[src/rtl/sdram_arbiter.sv]
// sdram_arbiter: shares one sdram_controller between two hold-until-done requesters.
// Optional SDRAM_ARB_FIXED_PRIO_EN makes port 0 win every tie instead of round-robin.
module sdram_arbiter #(
  parameter int ADDR_W   = 23,
  parameter int DATA_W   = 32,
  parameter int WDOG_CYC = 1024
) (
  input  logic              clk,
  input  logic              rst,
  input  logic              p0_valid,
  input  logic              p0_rw,
  input  logic [ADDR_W-1:0] p0_addr,
  input  logic [DATA_W-1:0] p0_wdata,
  output logic              p0_done,
  output logic              p0_err,
  output logic [DATA_W-1:0] p0_rdata,
  input  logic              p1_valid,
  input  logic              p1_rw,
  input  logic [ADDR_W-1:0] p1_addr,
  input  logic [DATA_W-1:0] p1_wdata,
  output logic              p1_done,
  output logic              p1_err,
  output logic [DATA_W-1:0] p1_rdata,
  output logic [ADDR_W-1:0] sd_addr,
  output logic              sd_rw,
  output logic [DATA_W-1:0] sd_wdata,
  output logic              sd_in_valid,
  input  logic              sd_busy,
  input  logic              sd_out_valid,
  input  logic [DATA_W-1:0] sd_rdata
);

  localparam int                CNT_W     = $clog2(WDOG_CYC) + 1;
  localparam logic [CNT_W-1:0]  WDOG_LAST = CNT_W'(WDOG_CYC - 1);
  localparam logic [DATA_W-1:0] ERR_DATA  = DATA_W'(32'hDEAD_BEEF);

  typedef enum logic [2:0] {
    IDLE,
    ISSUE,
    WAIT_RD,
    WAIT_WR_HI,
    WAIT_WR_LO,
    RESP
  } state_t;

  state_t            state_q, state_d;
  logic              owner_q, owner_d;
  logic              rw_q, rw_d;
  logic [ADDR_W-1:0] addr_q, addr_d;
  logic [DATA_W-1:0] wdata_q, wdata_d;
  logic [CNT_W-1:0]  wdog_q, wdog_d;
  logic              p0_done_q, p0_done_d;
  logic              p1_done_q, p1_done_d;
  logic              p0_err_q, p0_err_d;
  logic              p1_err_q, p1_err_d;
  logic [DATA_W-1:0] p0_rdata_q, p0_rdata_d;
  logic [DATA_W-1:0] p1_rdata_q, p1_rdata_d;

  logic              grant_port;
  logic              timeout;
  logic              go_resp;
  logic              go_err;
  logic              rdata_load;
  logic [DATA_W-1:0] rdata_val;

`ifdef SDRAM_ARB_FIXED_PRIO_EN
  always_comb grant_port = ~p0_valid;
`else
  logic last_q, last_d;

  // On a tie the port that was not served most recently wins.
  always_comb begin
    if (p0_valid && p1_valid) grant_port = ~last_q;
    else                      grant_port = ~p0_valid;
  end
`endif

  assign timeout = (wdog_q == WDOG_LAST);

  always_comb begin
    state_d     = state_q;
    owner_d     = owner_q;
    rw_d        = rw_q;
    addr_d      = addr_q;
    wdata_d     = wdata_q;
    wdog_d      = wdog_q;
    p0_done_d   = 1'b0;
    p1_done_d   = 1'b0;
    p0_err_d    = 1'b0;
    p1_err_d    = 1'b0;
    p0_rdata_d  = p0_rdata_q;
    p1_rdata_d  = p1_rdata_q;
    go_resp     = 1'b0;
    go_err      = 1'b0;
    rdata_load  = 1'b0;
    rdata_val   = sd_rdata;
    sd_in_valid = 1'b0;
`ifndef SDRAM_ARB_FIXED_PRIO_EN
    last_d      = last_q;
`endif

    if (state_q != IDLE && state_q != RESP) wdog_d = wdog_q + CNT_W'(1);

    unique case (state_q)
      IDLE: begin
        if (p0_valid || p1_valid) begin
          owner_d = grant_port;
          rw_d    = grant_port ? p1_rw    : p0_rw;
          addr_d  = grant_port ? p1_addr  : p0_addr;
          wdata_d = grant_port ? p1_wdata : p0_wdata;
          wdog_d  = '0;
          state_d = ISSUE;
        end
      end
      ISSUE: begin
        sd_in_valid = ~sd_busy;
        if (!sd_busy) begin
          state_d = rw_q ? WAIT_WR_HI : WAIT_RD;
        end else if (timeout) begin
          go_resp = 1'b1;
          go_err  = 1'b1;
        end
      end
      WAIT_RD: begin
        // A real completion arriving with the timeout beats the error path.
        if (sd_out_valid) begin
          go_resp    = 1'b1;
          rdata_load = 1'b1;
        end else if (timeout) begin
          go_resp = 1'b1;
          go_err  = 1'b1;
        end
      end
      WAIT_WR_HI: begin
        if (sd_busy) begin
          state_d = WAIT_WR_LO;
        end else if (timeout) begin
          go_resp = 1'b1;
          go_err  = 1'b1;
        end
      end
      WAIT_WR_LO: begin
        if (!sd_busy) begin
          go_resp = 1'b1;
        end else if (timeout) begin
          go_resp = 1'b1;
          go_err  = 1'b1;
        end
      end
      RESP: begin
        state_d = IDLE;
`ifndef SDRAM_ARB_FIXED_PRIO_EN
        last_d  = owner_q;
`endif
      end
      default: state_d = IDLE;
    endcase

    if (go_err && !rw_q) begin
      rdata_load = 1'b1;
      rdata_val  = ERR_DATA;
    end

    // Completion flags are registered so they line up with the RESP cycle.
    if (go_resp) begin
      state_d = RESP;
      if (owner_q) begin
        p1_done_d = 1'b1;
        p1_err_d  = go_err;
        if (rdata_load) p1_rdata_d = rdata_val;
      end else begin
        p0_done_d = 1'b1;
        p0_err_d  = go_err;
        if (rdata_load) p0_rdata_d = rdata_val;
      end
    end
  end

  always_ff @(posedge clk) begin
    if (rst) begin
      state_q    <= IDLE;
      owner_q    <= 1'b0;
      rw_q       <= 1'b0;
      addr_q     <= '0;
      wdata_q    <= '0;
      wdog_q     <= '0;
      p0_done_q  <= 1'b0;
      p1_done_q  <= 1'b0;
      p0_err_q   <= 1'b0;
      p1_err_q   <= 1'b0;
      p0_rdata_q <= '0;
      p1_rdata_q <= '0;
`ifndef SDRAM_ARB_FIXED_PRIO_EN
      last_q     <= 1'b1;
`endif
    end else begin
      state_q    <= state_d;
      owner_q    <= owner_d;
      rw_q       <= rw_d;
      addr_q     <= addr_d;
      wdata_q    <= wdata_d;
      wdog_q     <= wdog_d;
      p0_done_q  <= p0_done_d;
      p1_done_q  <= p1_done_d;
      p0_err_q   <= p0_err_d;
      p1_err_q   <= p1_err_d;
      p0_rdata_q <= p0_rdata_d;
      p1_rdata_q <= p1_rdata_d;
`ifndef SDRAM_ARB_FIXED_PRIO_EN
      last_q     <= last_d;
`endif
    end
  end

  assign sd_addr  = addr_q;
  assign sd_rw    = rw_q;
  assign sd_wdata = wdata_q;
  assign p0_done  = p0_done_q;
  assign p1_done  = p1_done_q;
  assign p0_err   = p0_err_q;
  assign p1_err   = p1_err_q;
  assign p0_rdata = p0_rdata_q;
  assign p1_rdata = p1_rdata_q;

endmodule

[config.mk]
export PLATFORM = sky130hd
export DESIGN_NAME = sdram_arbiter
export DESIGN_NICKNAME = d
export VERILOG_FILES = /design/src/rtl/sdram_arbiter.sv
export SDC_FILE = /design/constraint.sdc
export NUM_CORES = 1
export LEC_CHECK = 0
export BUFFER_PORTS_ARGS = -buffer_cell sky130_fd_sc_hd__buf_2
export CORE_AREA = 2 2 113 126
export CTS_CLUSTER_DIAMETER = 100
export DETAILED_ROUTE_END_ITERATION = 7
export DIE_AREA = 0 0 115 128
export HOLD_SLACK_MARGIN = 0.03
export PLACE_DENSITY_LB_ADDON = 0.3
export SLEW_MARGIN = 20
export SYNTH_ARGS = -nofsm -noshare
export SYNTH_HDL_FRONTEND = slang
export SYNTH_SLANG_ARGS = --single-unit
[constraint.sdc]
create_clock -name clk -period 2.39 [get_ports clk]
set_clock_uncertainty 0.2 [all_clocks]
set_input_delay 0.478 -clock clk [delete_from_list [all_inputs] [get_ports clk]]
set_output_delay 0.478 -clock clk [all_outputs]
set_load 0.01 [all_outputs]
Word level (Yosys, flattened, before mapping):

Index checks and enable logic that the tools add are counted.
W data, S select, Z words.

* bitwise gates (word level): 6
* reductions and logical operators: 18
* $mul: 0
* magnitude comparators: 0
* muxes and demuxes: 28
* equality and inequality tests: 14
* add/sub/neg operators: 1
* shifts and indexed selects: 0
* divide/modulo/power cells: 0

Operator list (count)
* $mux W32: 2
* $mux W11: 3
* $mux W23: 1
* $mux W1: 15
* $mux W3: 4
* $ne A3 B3 Y1 const B: 4
* $pmux W3 S4: 1
* $add A11 B1 Y11 const B: 1
* $eq A11 B10 Y1 const B: 1
* $reduce_and A4 Y1: 2
* $reduce_or A2 Y1: 4
* $eq A3 B2 Y1 const B: 2
* $eq A3 B3 Y1 const B: 2
* $ne A2 B2 Y1 const B: 3
* $not A1 Y1: 6
* $reduce_and A3 Y1: 2
* $reduce_or A3 Y1: 2
* $pmux W1 S4: 1
* $eq A3 B1 Y1 const B: 1
* $logic_and A1 B1 Y1: 3
* $logic_not A3 Y1: 1
* $pmux W1 S3: 1
* $reduce_bool A3 Y1: 1
* $ne A2 B1 Y1 const B: 1
* 3 further kinds: 3

* word-level logic and storage cells: 81
* RAM bits: 0
* input port bits: 150
* ROM bits: 0
* memories kept: 0
* bits in latches: 0
* register bits: 140

Longest topological paths before layout:

Gate-level depths: netlist (run 1).

* word-level depth: 7
* mapped depth: 7
* mapped depth without buffers: 5

Worst setup path before layout (run 1):

No wires, ideal clock.

* path type: input to register
* start point: in sd_out_valid
* end point: reg p0_rdata_q[14] (netlist: p0_rdata[14])
* setup time: 116 ps
* stages: 5
* required time: 2074 ps
* arrival time: 1622 ps
* buffers on the path: 1
* slack: 451 ps
* cell sequence: or4b_1 o211ai_2 nand3b_4 buf_6 a41o_1

* longest elaborated chain between the ends: 5
* elaborated cells on any way between the ends: 10
* classes of those cells: mux (8); reduce/logical (2)

RTL lines
* start, declared: RTL line 29 `input logic sd_out_valid,`
* $mux W1: RTL line 126 `if (sd_out_valid) begin`
* $pmux W1 S3: RTL line 104 `unique case (state_q)`
* $logic_and A1 B1 Y1: RTL line 159 `if (go_err && !rw_q) begin`
* $mux W1: RTL line 159
* $reduce_and A3 Y1 (no line)
* end signal, assigned: RTL line 207 `p0_rdata_q <= p0_rdata_d;`
* end, declared: RTL line 56 `logic [DATA_W-1:0] p0_rdata_q, p0_rdata_d;`

Parallel ways exist; a longest one is shown, timed or not.
A chain may end at the register's enable or synchronous reset.

Final worst setup path (run 1):

* start point: reg wdog_q[0]
* end point: reg p1_rdata_q[4] (netlist: p1_rdata[4])

* longest elaborated chain between the ends: 7
* elaborated cells on any way between the ends: 13
* classes of those cells: eq/ne (1); mux (10); reduce/logical (2)

RTL lines
* start, declared: RTL line 51 `logic [CNT_W-1:0] wdog_q, wdog_d;`
* start signal, assigned: RTL line 202 `wdog_q <= wdog_d;`
* $eq A11 B10 Y1 *: RTL line 78 `assign timeout = (wdog_q == WDOG_LAST);`
* $mux W1 *
* $mux W1, on equally long branches: RTL line 117, 126, 135
* $pmux W1 S3: RTL line 104
* $logic_and A1 B1 Y1: RTL line 159
* $mux W1: RTL line 159
* $reduce_and A3 Y1 (no line)
* end signal, assigned: RTL line 208 `p1_rdata_q <= p1_rdata_d;`
* end, declared: RTL line 57 `logic [DATA_W-1:0] p1_rdata_q, p1_rdata_d;`

Mark *: on every way between the ends. The rest lies on a longest branch, timed or not.

==> results of run 1 <==
layer usage:
layer	track usage	part of all wire	up-vias
met1	0.300	0.42	2757
li1	-	-	3050
met5	0	0	-
met4	0.0787	0.013	0
met2	0.397	0.49	263
met3	0.0511	0.074	17
area by class of cell:
type | count | area [µm²] | area share
clock inverters | 13 | 130 | 0.0155
flip-flops and latches | 140 | 2800 | 0.333
multi-input cells | 441 | 3090 | 0.367
well taps | 164 | 205 | 0.0244
inverters | 28 | 105 | 0.0125
repair buffers | 298 | 1640 | 0.195
clock buffers | 19 | 443 | 0.0526
Yosys cell counts, types with 2 or more instances:
master / n
sky130_fd_sc_hd__clkinv_1: 2
sky130_fd_sc_hd__buf_4: 6
sky130_fd_sc_hd__a41o_1: 17
sky130_fd_sc_hd__o211ai_2: 2
sky130_fd_sc_hd__and2_1: 3
sky130_fd_sc_hd__mux2i_1: 57
sky130_fd_sc_hd__clkbuf_1: 28
sky130_fd_sc_hd__o21ai_0: 8
sky130_fd_sc_hd__nand2b_1: 2
sky130_fd_sc_hd__buf_1: 2
sky130_fd_sc_hd__nor3_1: 29
sky130_fd_sc_hd__buf_6: 4
sky130_fd_sc_hd__or3b_2: 2
sky130_fd_sc_hd__xor2_1: 6
sky130_fd_sc_hd__dfxtp_1: 140
sky130_fd_sc_hd__inv_1: 26
sky130_fd_sc_hd__o2111ai_1: 2
sky130_fd_sc_hd__buf_2: 26
sky130_fd_sc_hd__a21oi_1: 8
sky130_fd_sc_hd__a211oi_1: 71
sky130_fd_sc_hd__o22ai_1: 40
sky130_fd_sc_hd__a31oi_1: 24
sky130_fd_sc_hd__or3_1: 2
sky130_fd_sc_hd__nor2_1: 70
sky130_fd_sc_hd__nor3b_1: 2
sky130_fd_sc_hd__nand3_1: 2
sky130_fd_sc_hd__o211ai_1: 2
sky130_fd_sc_hd__o221ai_1: 22
sky130_fd_sc_hd__nand2_1: 35
sky130_fd_sc_hd__a211oi_2: 10
worst paths after layout:
path	cells after the start	startpoint	to	slack (ns)
worst max-delay path	6	wdog_q[0]	p1_rdata[4]	0.32
worst min-delay path	3	sd_rdata[12]	p1_rdata[12]	0.19
worst max register to register	6	wdog_q[0]	p1_rdata[4]	0.32
worst min register to register	2	p0_rdata[6]	p0_rdata[6]	0.27
registers in the layout, summed over array words and instances, names as in the netlist:
name and count:
p0_done 1, sd_wdata 32, last_q 1, owner_q 1
p1_rdata 32, state_q 3, p0_err 1, sd_addr 23
wdog_q 11, sd_rw 1, p1_done 1, p1_err 1
p0_rdata 32
power breakdown:
part / switching (mW) / leakage (nW) / internal [mW] / total (mW)
Clock: 1.05 / 0.268 / 1.48 / 2.53
Combinational: 1.24 / 2.48 / 0.905 / 2.14
Sequential: 0.213 / 1.14 / 2.68 / 2.89
Total: 2.49 / 3.89 / 5.07 / 7.56
cell families after synthesis:
| kind of cell | Yosys count | synth area share |
|---|---|---|
| muxes | 58 | 0.0923 |
| adders and majority gates | 1 | 0.00198 |
| xor gates and xnor gates | 8 | 0.0123 |
| DFF | 140 | 0.445 |
| buffers and inverters | 94 | 0.0695 |
| and+or+nand+nor | 161 | 0.123 |
| AOI/OAI and AO/OA | 213 | 0.256 |
worst max-delay path: cells and delay by family, from the launching register on:
family | cells | cell delay (ns)
simple gates | 3 | 0.70
buf+inv | 1 | 0.18
fa+ha+maj | 1 | 0.21
compound gates | 1 | 0.26
flops | 1 | 0.37
metrics by stage:
step / hold WS [ns] / utilization
final: 0.191 / 0.623
after floorplan: 0.247 / -
after global placement: 0.254 / 0.580
after detailed placement: 0.261 / 0.580
after CTS: 0.169 / 0.623
after global routing: 0.191 / 0.623
==> run_results.csv, run 1 <==
group,metric,value,unit
yosys,synth-main-ff-cell,"sky130_fd_sc_hd__dfxtp_1",
route,drt-vias-per-instance,5.52,
floorplan,top_level_ports,275,
yosys,synth_nets,826,
floorplan,core_area,13500,µm²
critical_path,setup.worst_path.start_class,"flip-flop",
clock_network,cts_tree,"done",
floorplan,initial_utilization,0.466,
route,detail_route.drc_violations,0,
cells_and_area,area.growth.synth_to_final,33.5,%
route,drt_first_iter_violations,452,
sta,max_clock_freq,0.483,GHz
yosys,synth.top_cells.by_area,"sky130_fd_sc_hd__dfxtp_1 (44%), sky130_fd_sc_hd__mux2i_1 (9.1%), sky130_fd_sc_hd__a211oi_1 (8.5%), sky130_fd_sc_hd__nor2_1 (4.2%), sky130_fd_sc_hd__o22ai_1 (4.0%)",
place,placed_cell_area,7840,µm²
yosys,synth.distinct_cells,55,
cells_and_area,postLayoutCellArea,8420,µm²
cells_and_area,share_of_final_layout_standard_cells_stronger_than_drive_strength_1,0.377,
critical_path,timing.setup.critical_path_class,"reg2reg",
yosys,synth.yosys.seq_area_share,0.445,
route,antenna_left,0,
floorplan,floorplan.die_area,14700,µm²
floorplan,die_w,115,µm
place,gp_routability_congestion,0.789,
place,placed_cells_incl_taps,1071,
grt,grt_remaining_overflow,0,
yosys,number_of_enable_flip_flop_cells_after_synthesis,0,
power,totalPowerFinal,7.56,mW
grt,global_route_wire_length_before_repair,27700,µm
route,routed_wl_per_cell,16.0,µm
place,placement.setup.worst_slack,0.266,ns
floorplan,row_count,45,
critical_path,critical_path_peak_fanout,40,
grt,grt_usage,0.236,
sta,timing.max_slew.rel_slack,0.701,
yosys,synthDominantCellAreaShare,0.445,
grt,pin_count_of_the_biggest_net_entering_global_routing,76,
power,vdd_drop_max,0.000556,V
critical_path,path_cells,"ha_1, nand4b_1, nor3_2, nand3b_4, buf_12, a41o_1",
sta,final-hold-violation-count,0,
clock_network,clock_tree.htree_level_count,4,
power,static-leakage-power,3.89,nW
clock_network,clock_sinks,140,
critical_path,critical_path.max_stage_delay,0.39,ns
yosys,ys_warn_count,0,
cells_and_area,layout_common_cells,"sky130_fd_sc_hd__buf_2 (273), sky130_fd_sc_hd__dfxtp_1 (140), sky130_fd_sc_hd__a211oi_1 (71), sky130_fd_sc_hd__nor2_1 (70), sky130_fd_sc_hd__mux2i_1 (57)",
sta,fin_crit,2.07,ns
sta,final_tns_setup,0,ns
yosys,async_flop_share,0,
yosys,syn_avg_cell_area,9.34,µm²
place,place.detailed.hpwl,12900,µm
cells_and_area,final_cell_count_no_fill,1103,
yosys,synth.largest_area_cell,"sky130_fd_sc_hd__dfxtp_1",
sta,min_period_over_period,0.866,
clock_network,post_cts_buffers,0,
grt,number_of_antenna_violations_at_the_first_check_in_global_routing,0,
route,number_of_search_and_repair_iterations_in_the_first_detailed_routing_pass,5,
status,outcome,"complete, no violations",
sta,grt_setup_unrepaired,"no",
clock_network,ctsRootBufferMaster,"sky130_fd_sc_hd__clkbuf_16",
clock_network,count_of_cells_resized_by_post_cts_repair,0,
yosys,yosys_register_bits,140,
clock_network,clock_latency,0.41,ns
job,max_cap_violations,0,
critical_path,worstPathArrival,2.17,ns
sta,final.setup.worst_slack,0.320,ns
route,route.vias.total,6087,
clock_network,cts.reportedPaths.clkPinSlew,0.06,ns
sta,setup_viols_final,0,
clock_network,ctsLongestPathBuffers,2,
sta,tightestPinTransition,0.443,ns
critical_path,cp-end-kind,"flip-flop",
cells_and_area,diodes,0,
hold_path,hold_path_class,"in2reg",
power,power.density_cell_area,898,nW/µm²
clock_network,postCtsHoldBufs,0,
cells_and_area,finish.net_count,1077,
clock_network,cts_made_buffers,17,
yosys,syn-instance-count,675,
cells_and_area,mostFrequentLayoutCell,"sky130_fd_sc_hd__buf_2",
sta,maxSlewViolCount,0,
grt,grt_pass1_vias,5517,
yosys,post_synth_instance_area,6300,µm²
floorplan,vertical_extent_of_the_die,128,µm
route,postRouteWirelength,17600,µm
critical_path,slowest_stage,"sky130_fd_sc_hd__nor3_2",
place,buffer_ports.inserted,274,
cells_and_area,filler_cell_count,1201,
critical_path,worst_ep_required_time,2.49,ns
No activity file was read; power rests on OpenSTA's default activity.
==> inputs of run 2 (changes only) <==
PLACE_DENSITY_LB_ADDON = 0.15   (was 0.3)
==> run 2 against run 1 <==
Effect of this change:
- worst setup slack worse by 0.11 ns
- global-route usage is 1.4 points higher
- via count is 3.3% higher
- sequential share of layout area is 0.29 points lower
- critical path depth is 3 lower
- first-iteration DRC count is 4.2% lower
- sequential power hardly changed
- hold slack worse by 0.016 ns
- clock power is 15% higher
- largest cell class unchanged
==> run_results.csv, run 2 (same netlist as run 1, synthesis figures left out) <==
group,metric,value,unit
status,outcome,"complete, no violations",
clock_network,ctsRootBufferMaster,"sky130_fd_sc_hd__clkbuf_16",
grt,grt_most_used_layer,"met2",
place,buffer_ports.inserted,274,
cells_and_area,finish.net_count,1082,
place,placed_cell_area,7830,µm²
critical_path,timing.setup.critical_path_class,"reg2out",
cells_and_area,postLayoutCellArea,8490,µm²
critical_path,worst_ep_required_time,1.71,ns
cells_and_area,layout_common_cells,"sky130_fd_sc_hd__buf_2 (273), sky130_fd_sc_hd__dfxtp_1 (140), sky130_fd_sc_hd__a211oi_1 (71), sky130_fd_sc_hd__nor2_1 (70), sky130_fd_sc_hd__mux2i_1 (57)",
clock_network,clock_tree.htree_level_count,4,
sta,maxSlewViolCount,0,
critical_path,slowest_stage,"sky130_fd_sc_hd__dfxtp_1",
cells_and_area,mostFrequentLayoutCell,"sky130_fd_sc_hd__buf_2",
cells_and_area,share_of_final_layout_standard_cells_stronger_than_drive_strength_1,0.380,
place,gp_routability_congestion,0.851,
cells_and_area,filler_cell_count,1194,
clock_network,cts_tree,"done",
critical_path,worstPathArrival,1.50,ns
sta,timing.max_slew.rel_slack,0.689,
power,power.density_cell_area,939,nW/µm²
route,drt-vias-per-instance,5.68,
sta,final_tns_setup,0,ns
floorplan,vertical_extent_of_the_die,128,µm
power,static-leakage-power,3.94,nW
floorplan,initial_utilization,0.466,
clock_network,cts_made_buffers,17,
cells_and_area,finalCoreUtilization,0.628,
grt,grt_usage,0.250,
sta,min_period_over_period,0.911,
power,netSwitchingFraction,0.308,
grt,pin_count_of_the_biggest_net_entering_global_routing,58,
route,antenna_left,0,
critical_path,crit_path_start,"state_q[0]",
clock_network,clock_sinks,140,
sta,setup_viols_final,0,
critical_path,path_cells,"nand2b_1, nor3_1, buf_2",
power,clock_power_share,0.366,
route,routed_wl_per_cell,16.9,µm
sta,grt_setup_unrepaired,"no",
power,vdd_drop_max,0.000540,V
floorplan,core_area,13500,µm²
sta,fin_crit,2.18,ns
hold_path,hold_path_class,"in2reg",
grt,grt_remaining_overflow,0,
grt,grt.met2_usage,0.435,
critical_path,critical_path.max_stage_delay,0.50,ns
floorplan,row_count,45,
critical_path,flop_to_flop_setup_slack,0.29,ns
floorplan,die_w,115,µm
grt,grt_pass1_vias,5927,
route,drt_first_iter_violations,433,
place,place.detailed.hpwl,14000,µm
power,power.share.sequential,0.365,
critical_path,r2r.worst_path.cells,6,
grt,globalRouteMet3Util,0.0525,
critical_path,setup.worst_path.start_class,"flip-flop",
route,number_of_search_and_repair_iterations_in_the_first_detailed_routing_pass,5,
power,total_switching_power,2.46,mW
critical_path,timing.critical_path.to,"sd_in_valid",
clock_network,postCtsHoldBufs,0,
route,route.vias.total,6288,
critical_path,regToRegStartpoint,"wdog_q[0]",
grt,global_route_wire_length_before_repair,29200,µm
power,power_frac_comb,0.270,
clock_network,cts.reportedPaths.clkPinSlew,0.06,ns
floorplan,top_level_ports,275,
grt,gr-usage-met1,0.287,
cells_and_area,final-seq-area,2800,µm²
clock_network,count_of_cells_resized_by_post_cts_repair,0,
power,intPower,5.51,mW
sta,final-hold-violation-count,0,
cells_and_area,multi_input_area,3090,µm²
clock_network,ctsLongestPathBuffers,2,
cells_and_area,area.growth.synth_to_final,34.7,%
floorplan,floorplan.die_area,14700,µm²
route,postRouteWirelength,18800,µm
sta,max_clock_freq,0.459,GHz
clock_network,clock_latency,0.41,ns
clock_network,post_cts_buffers,0,
route,detail_route.drc_violations,0,
critical_path,critical_path_peak_fanout,7,
critical_path,cp-end-kind,"output port",
cells_and_area,diodes,0,
sta,tightestPinTransition,0.465,ns
critical_path,worstReg2RegEnd,"p1_rdata[4]",
grt,number_of_antenna_violations_at_the_first_check_in_global_routing,1,
job,max_cap_violations,0,
## run 2: cell count changes in the layout (fill, tap and decap cells not counted), sizes merged
| cell | delta |
|---|---|
| buf | +5 |
| bufinv | +4 |
| clkbuf | +2 |
| clkinv | +1 |
| clkinvlp | -2 |
| inv | -5 |
## run 2: worst min path at each step
stage            startpoint            to  slack [ns]  cells past startpoint
2_1_floorplan    wdog_q[10]    wdog_q[10]        0.25                      2
3_3_place_gp    p0_rdata[5]   p0_rdata[5]        0.25                      2
3_5_place_dp   p0_rdata[16]  p0_rdata[16]        0.27                      2
4_1_cts        sd_rdata[13]  p1_rdata[13]        0.17                      3
5_1_grt        sd_rdata[18]  p1_rdata[18]        0.18                      3
6_report       sd_rdata[13]  p1_rdata[13]        0.18                      3
## run 2: cell type report
class / instances / area share
clock buffers: 21 / 0.0554
clock inverters: 11 / 0.0223
inverters: 28 / 0.0124
multi-input cells: 441 / 0.364
flip-flops and latches: 140 / 0.330
well taps: 164 / 0.0242
repair buffers: 303 / 0.192
## run 2: through the flow
| step | instances | worst slack (ns) | hold slack, ns | total power, mW |
|---|---|---|---|---|
| after floorplan | 675 | 0.451 | 0.247 | 4.32 |
| after global placement | 1076 | 0.299 | 0.251 | 5.04 |
| after detailed placement | 1076 | 0.263 | 0.266 | 5.11 |
| after CTS | 1108 | 0.196 | 0.166 | 8.02 |
| after global routing | 1108 | 0.125 | 0.184 | 8.38 |
| final | 1108 | 0.213 | 0.175 | 7.97 |
## run 2: critical path: cells and delay by family (launching register included)
kind	cells	cell delay [ns]
AND/OR/NAND/NOR	2	0.40
flip-flops	1	0.50
buffers and inverters	1	0.19
## run 2: per-layer routing
layer | routed length (µm) | vias up
met5 | 18 | -
met1 | 7500 | 2903
met2 | 9420 | 275
met3 | 1210 | 43
met4 | 621 | 2
li1 | - | 3065
## run 2: power groups by stage
stage	Combinational [mW]	Sequential [mW]	Clock (mW)
after global routing	2.36	2.95	3.07
final	2.15	2.91	2.91
after CTS	2.16	2.91	2.95
after global placement	2.11	2.93	0
after detailed placement	2.16	2.95	0
after floorplan	1.26	3.06	0
==> inputs of run 3 (changes only) <==
CORE_AREA = 2 2 119 132   (was 2 2 113 126)
DIE_AREA = 0 0 121 134   (was 0 0 115 128)
SLEW_MARGIN = default   (was 20)
clock period = 1.8 ns   (was 2.39 ns; I/O delays follow)
==> run 3 against run 2 <==
Effect of this change:
- the run now ends with negative setup slack left
- critical endpoint is now sd_wdata[11]
- sequential power rose by 33%
- non-clock buffer count rose by 70
- combinational power rose by 97%
- largest cell class unchanged
==> run_results.csv, run 3 (same netlist as run 1, synthesis figures left out) <==
group,metric,value,unit
cells_and_area,mostFrequentLayoutCell,"sky130_fd_sc_hd__buf_2",
critical_path,category_of_cells_accounting_for_the_largest_share_of_critical_path_delay,"buffers and inverters",
sta,fin_crit,1.92,ns
critical_path,slowest_stage,"sky130_fd_sc_hd__or3_4",
route,met3RoutedLength,1530,µm
cells_and_area,postLayoutCellArea,10000,µm²
route,routed_wl_per_cell,18.2,µm
critical_path,worstPathArrival,2.02,ns
clock_network,clock_latency,0.42,ns
critical_path,cp-end-kind,"flip-flop",
power,static-leakage-power,4.51,nW
floorplan,vertical_extent_of_the_die,134,µm
clock_network,clock_tree.htree_level_count,4,
sta,final_tns_setup,-8.12,ns
sta,final-hold-violation-count,0,
cells_and_area,layout_common_cells,"sky130_fd_sc_hd__buf_2 (273), sky130_fd_sc_hd__dfxtp_1 (135), sky130_fd_sc_hd__nor2_1 (62), sky130_fd_sc_hd__buf_4 (58), sky130_fd_sc_hd__mux2i_1 (56)",
route,maxUsedRoutingLayer,"met4",
cells_and_area,finish.net_count,1152,
route,postRouteWirelength,22000,µm
grt,global_route_wire_length_before_repair,31700,µm
critical_path,setup.worst_path.start_class,"flip-flop",
power,netSwitchingFraction,0.345,
critical_path,critical_path_peak_fanout,9,
route,antenna_left,0,
power,power.density_cell_area,1140,nW/µm²
place,placed_cell_area,8230,µm²
grt,grt_usage,0.248,
power,vdd_drop_max,0.000716,V
route,route.vias.total,6713,
sta,setup_viols_final,107,
clock_network,postCtsHoldBufs,0,
grt,pin_count_of_the_biggest_net_entering_global_routing,66,
route,drt-vias-per-instance,5.55,
clock_network,clock_sinks,140,
clock_network,ctsLongestPathBuffers,2,
cells_and_area,diodes,0,
route,amount_of_wire_on_met2_after_detailed_routing,11000,µm
critical_path,timing.setup.critical_path_class,"reg2reg",
power,clock_power_share,0.289,
sta,min_period_over_period,1.07,
clock_network,cts_made_buffers,17,
cells_and_area,share_of_final_layout_standard_cells_stronger_than_drive_strength_1,0.514,
sta,maxSlewViolCount,0,
sta,final.setup.worst_slack,-0.124,ns
floorplan,row_count,47,
power,power.share.sequential,0.340,
status,violated_checks,"negative setup slack",
grt,grt_remaining_overflow,0,
place,place.detailed.hpwl,13900,µm
route,drt_first_iter_violations,440,
floorplan,top_level_ports,275,
route,number_of_search_and_repair_iterations_in_the_first_detailed_routing_pass,5,
route,detail_route.drc_violations,0,
grt,grt_pass1_vias,6119,
status,outcome,"finished with violations",
sta,tightestPinTransition,0.403,ns
floorplan,die_w,121,µm
power,power_frac_comb,0.371,
cells_and_area,area.growth.synth_to_final,58.9,%
floorplan,core_area,14900,µm²
clock_network,ctsRootBufferMaster,"sky130_fd_sc_hd__clkbuf_16",
grt,number_of_antenna_violations_at_the_first_check_in_global_routing,0,
sta,grt_setup_unrepaired,"yes",
power,total_switching_power,3.93,mW
floorplan,floorplan.die_area,16200,µm²
clock_network,cts_tree,"done",
place,placement.setup.worst_slack,-0.179,ns
clock_network,cts.reportedPaths.clkPinSlew,0.06,ns
critical_path,path_buf_inv,5,
critical_path,path_cells,"buf_6, or3_4, nor2_4, buf_12, buf_12, buf_16, buf_4, a211oi_2",
place,buffer_ports.inserted,274,
route,met1_length,9020,µm
critical_path,worst_ep_required_time,1.89,ns
critical_path,path_common_cell,"sky130_fd_sc_hd__buf_12",
power,intPower,7.47,mW
critical_path,critical_path.max_stage_delay,0.41,ns
sta,timing.max_slew.rel_slack,0.731,
floorplan,initial_utilization,0.424,
sta,max_clock_freq,0.520,GHz
hold_path,hold_path_class,"in2reg",
sta,final.hold.worst_slack,0.0595,ns
place,gp_routability_congestion,0.789,
job,max_cap_violations,0,
[run 3: final cells by class]
cell class / instances / area (µm²)
tap: 196 / 245
clock buffer: 19 / 453
clock inverter: 13 / 108
timing repair buffer: 373 / 2600
sequential: 140 / 2820
multi-input combinational: 441 / 3690
inverter: 28 / 105
fill: 1190 / 4860
[run 3: worst register-to-register path, delay by kind of cell (launching register included)]
kind,cells,cell delay [ns]
buffers and inverters,5,0.67
and+or+nand+nor,2,0.52
DFF,1,0.36
AOI/OAI and AO/OA,1,0.05
[run 3: power by group through the flow]
stage	Sequential (mW)	Combinational, mW	Clock, mW
floorplan	4.07	1.69	0
global placement	3.88	3.07	0
detailed placement	3.89	3.08	0
CTS	3.85	3.85	3.36
global route	3.93	4.54	3.50
finish	3.87	4.23	3.29
[run 3: worst paths after layout]
| check | start | endpoint | slack [ns] | depth (start not counted) |
|---|---|---|---|---|
| worst min register to register | p0_rdata[10] | p0_rdata[10] | 0.27 | 2 |
| worst max register to register | state_q[2] | sd_wdata[11] | -0.12 | 8 |
| worst min-delay path | sd_rdata[5] | p1_rdata[5] | 0.06 | 3 |
| worst max-delay path | state_q[2] | sd_wdata[11] | -0.12 | 8 |
[run 3: per-layer routing]
metal / global-route usage / up-vias
li1: - / 3199
met1: 0.306 / 3190
met2: 0.417 / 294
met3: 0.0587 / 30
met4: 0.0924 / 0
met5: 0 / -
[run 3: what timing repair did]
action	CTS	global route
endpoints found under the hold margin	0	0
setup buffers	15	10
resized for setup	45	87
setup endpoints to repair	132	132
pin swaps	30	62
cloned	8	11
[run 3: stage by stage]
stage	total power, mW	utilization	instances
floorplan	5.76	-	675
global placement	6.95	0.553	1140
detailed placement	6.98	0.553	1140
CTS	11.1	0.630	1195
global route	12.0	0.673	1210
finish	11.4	0.673	1210
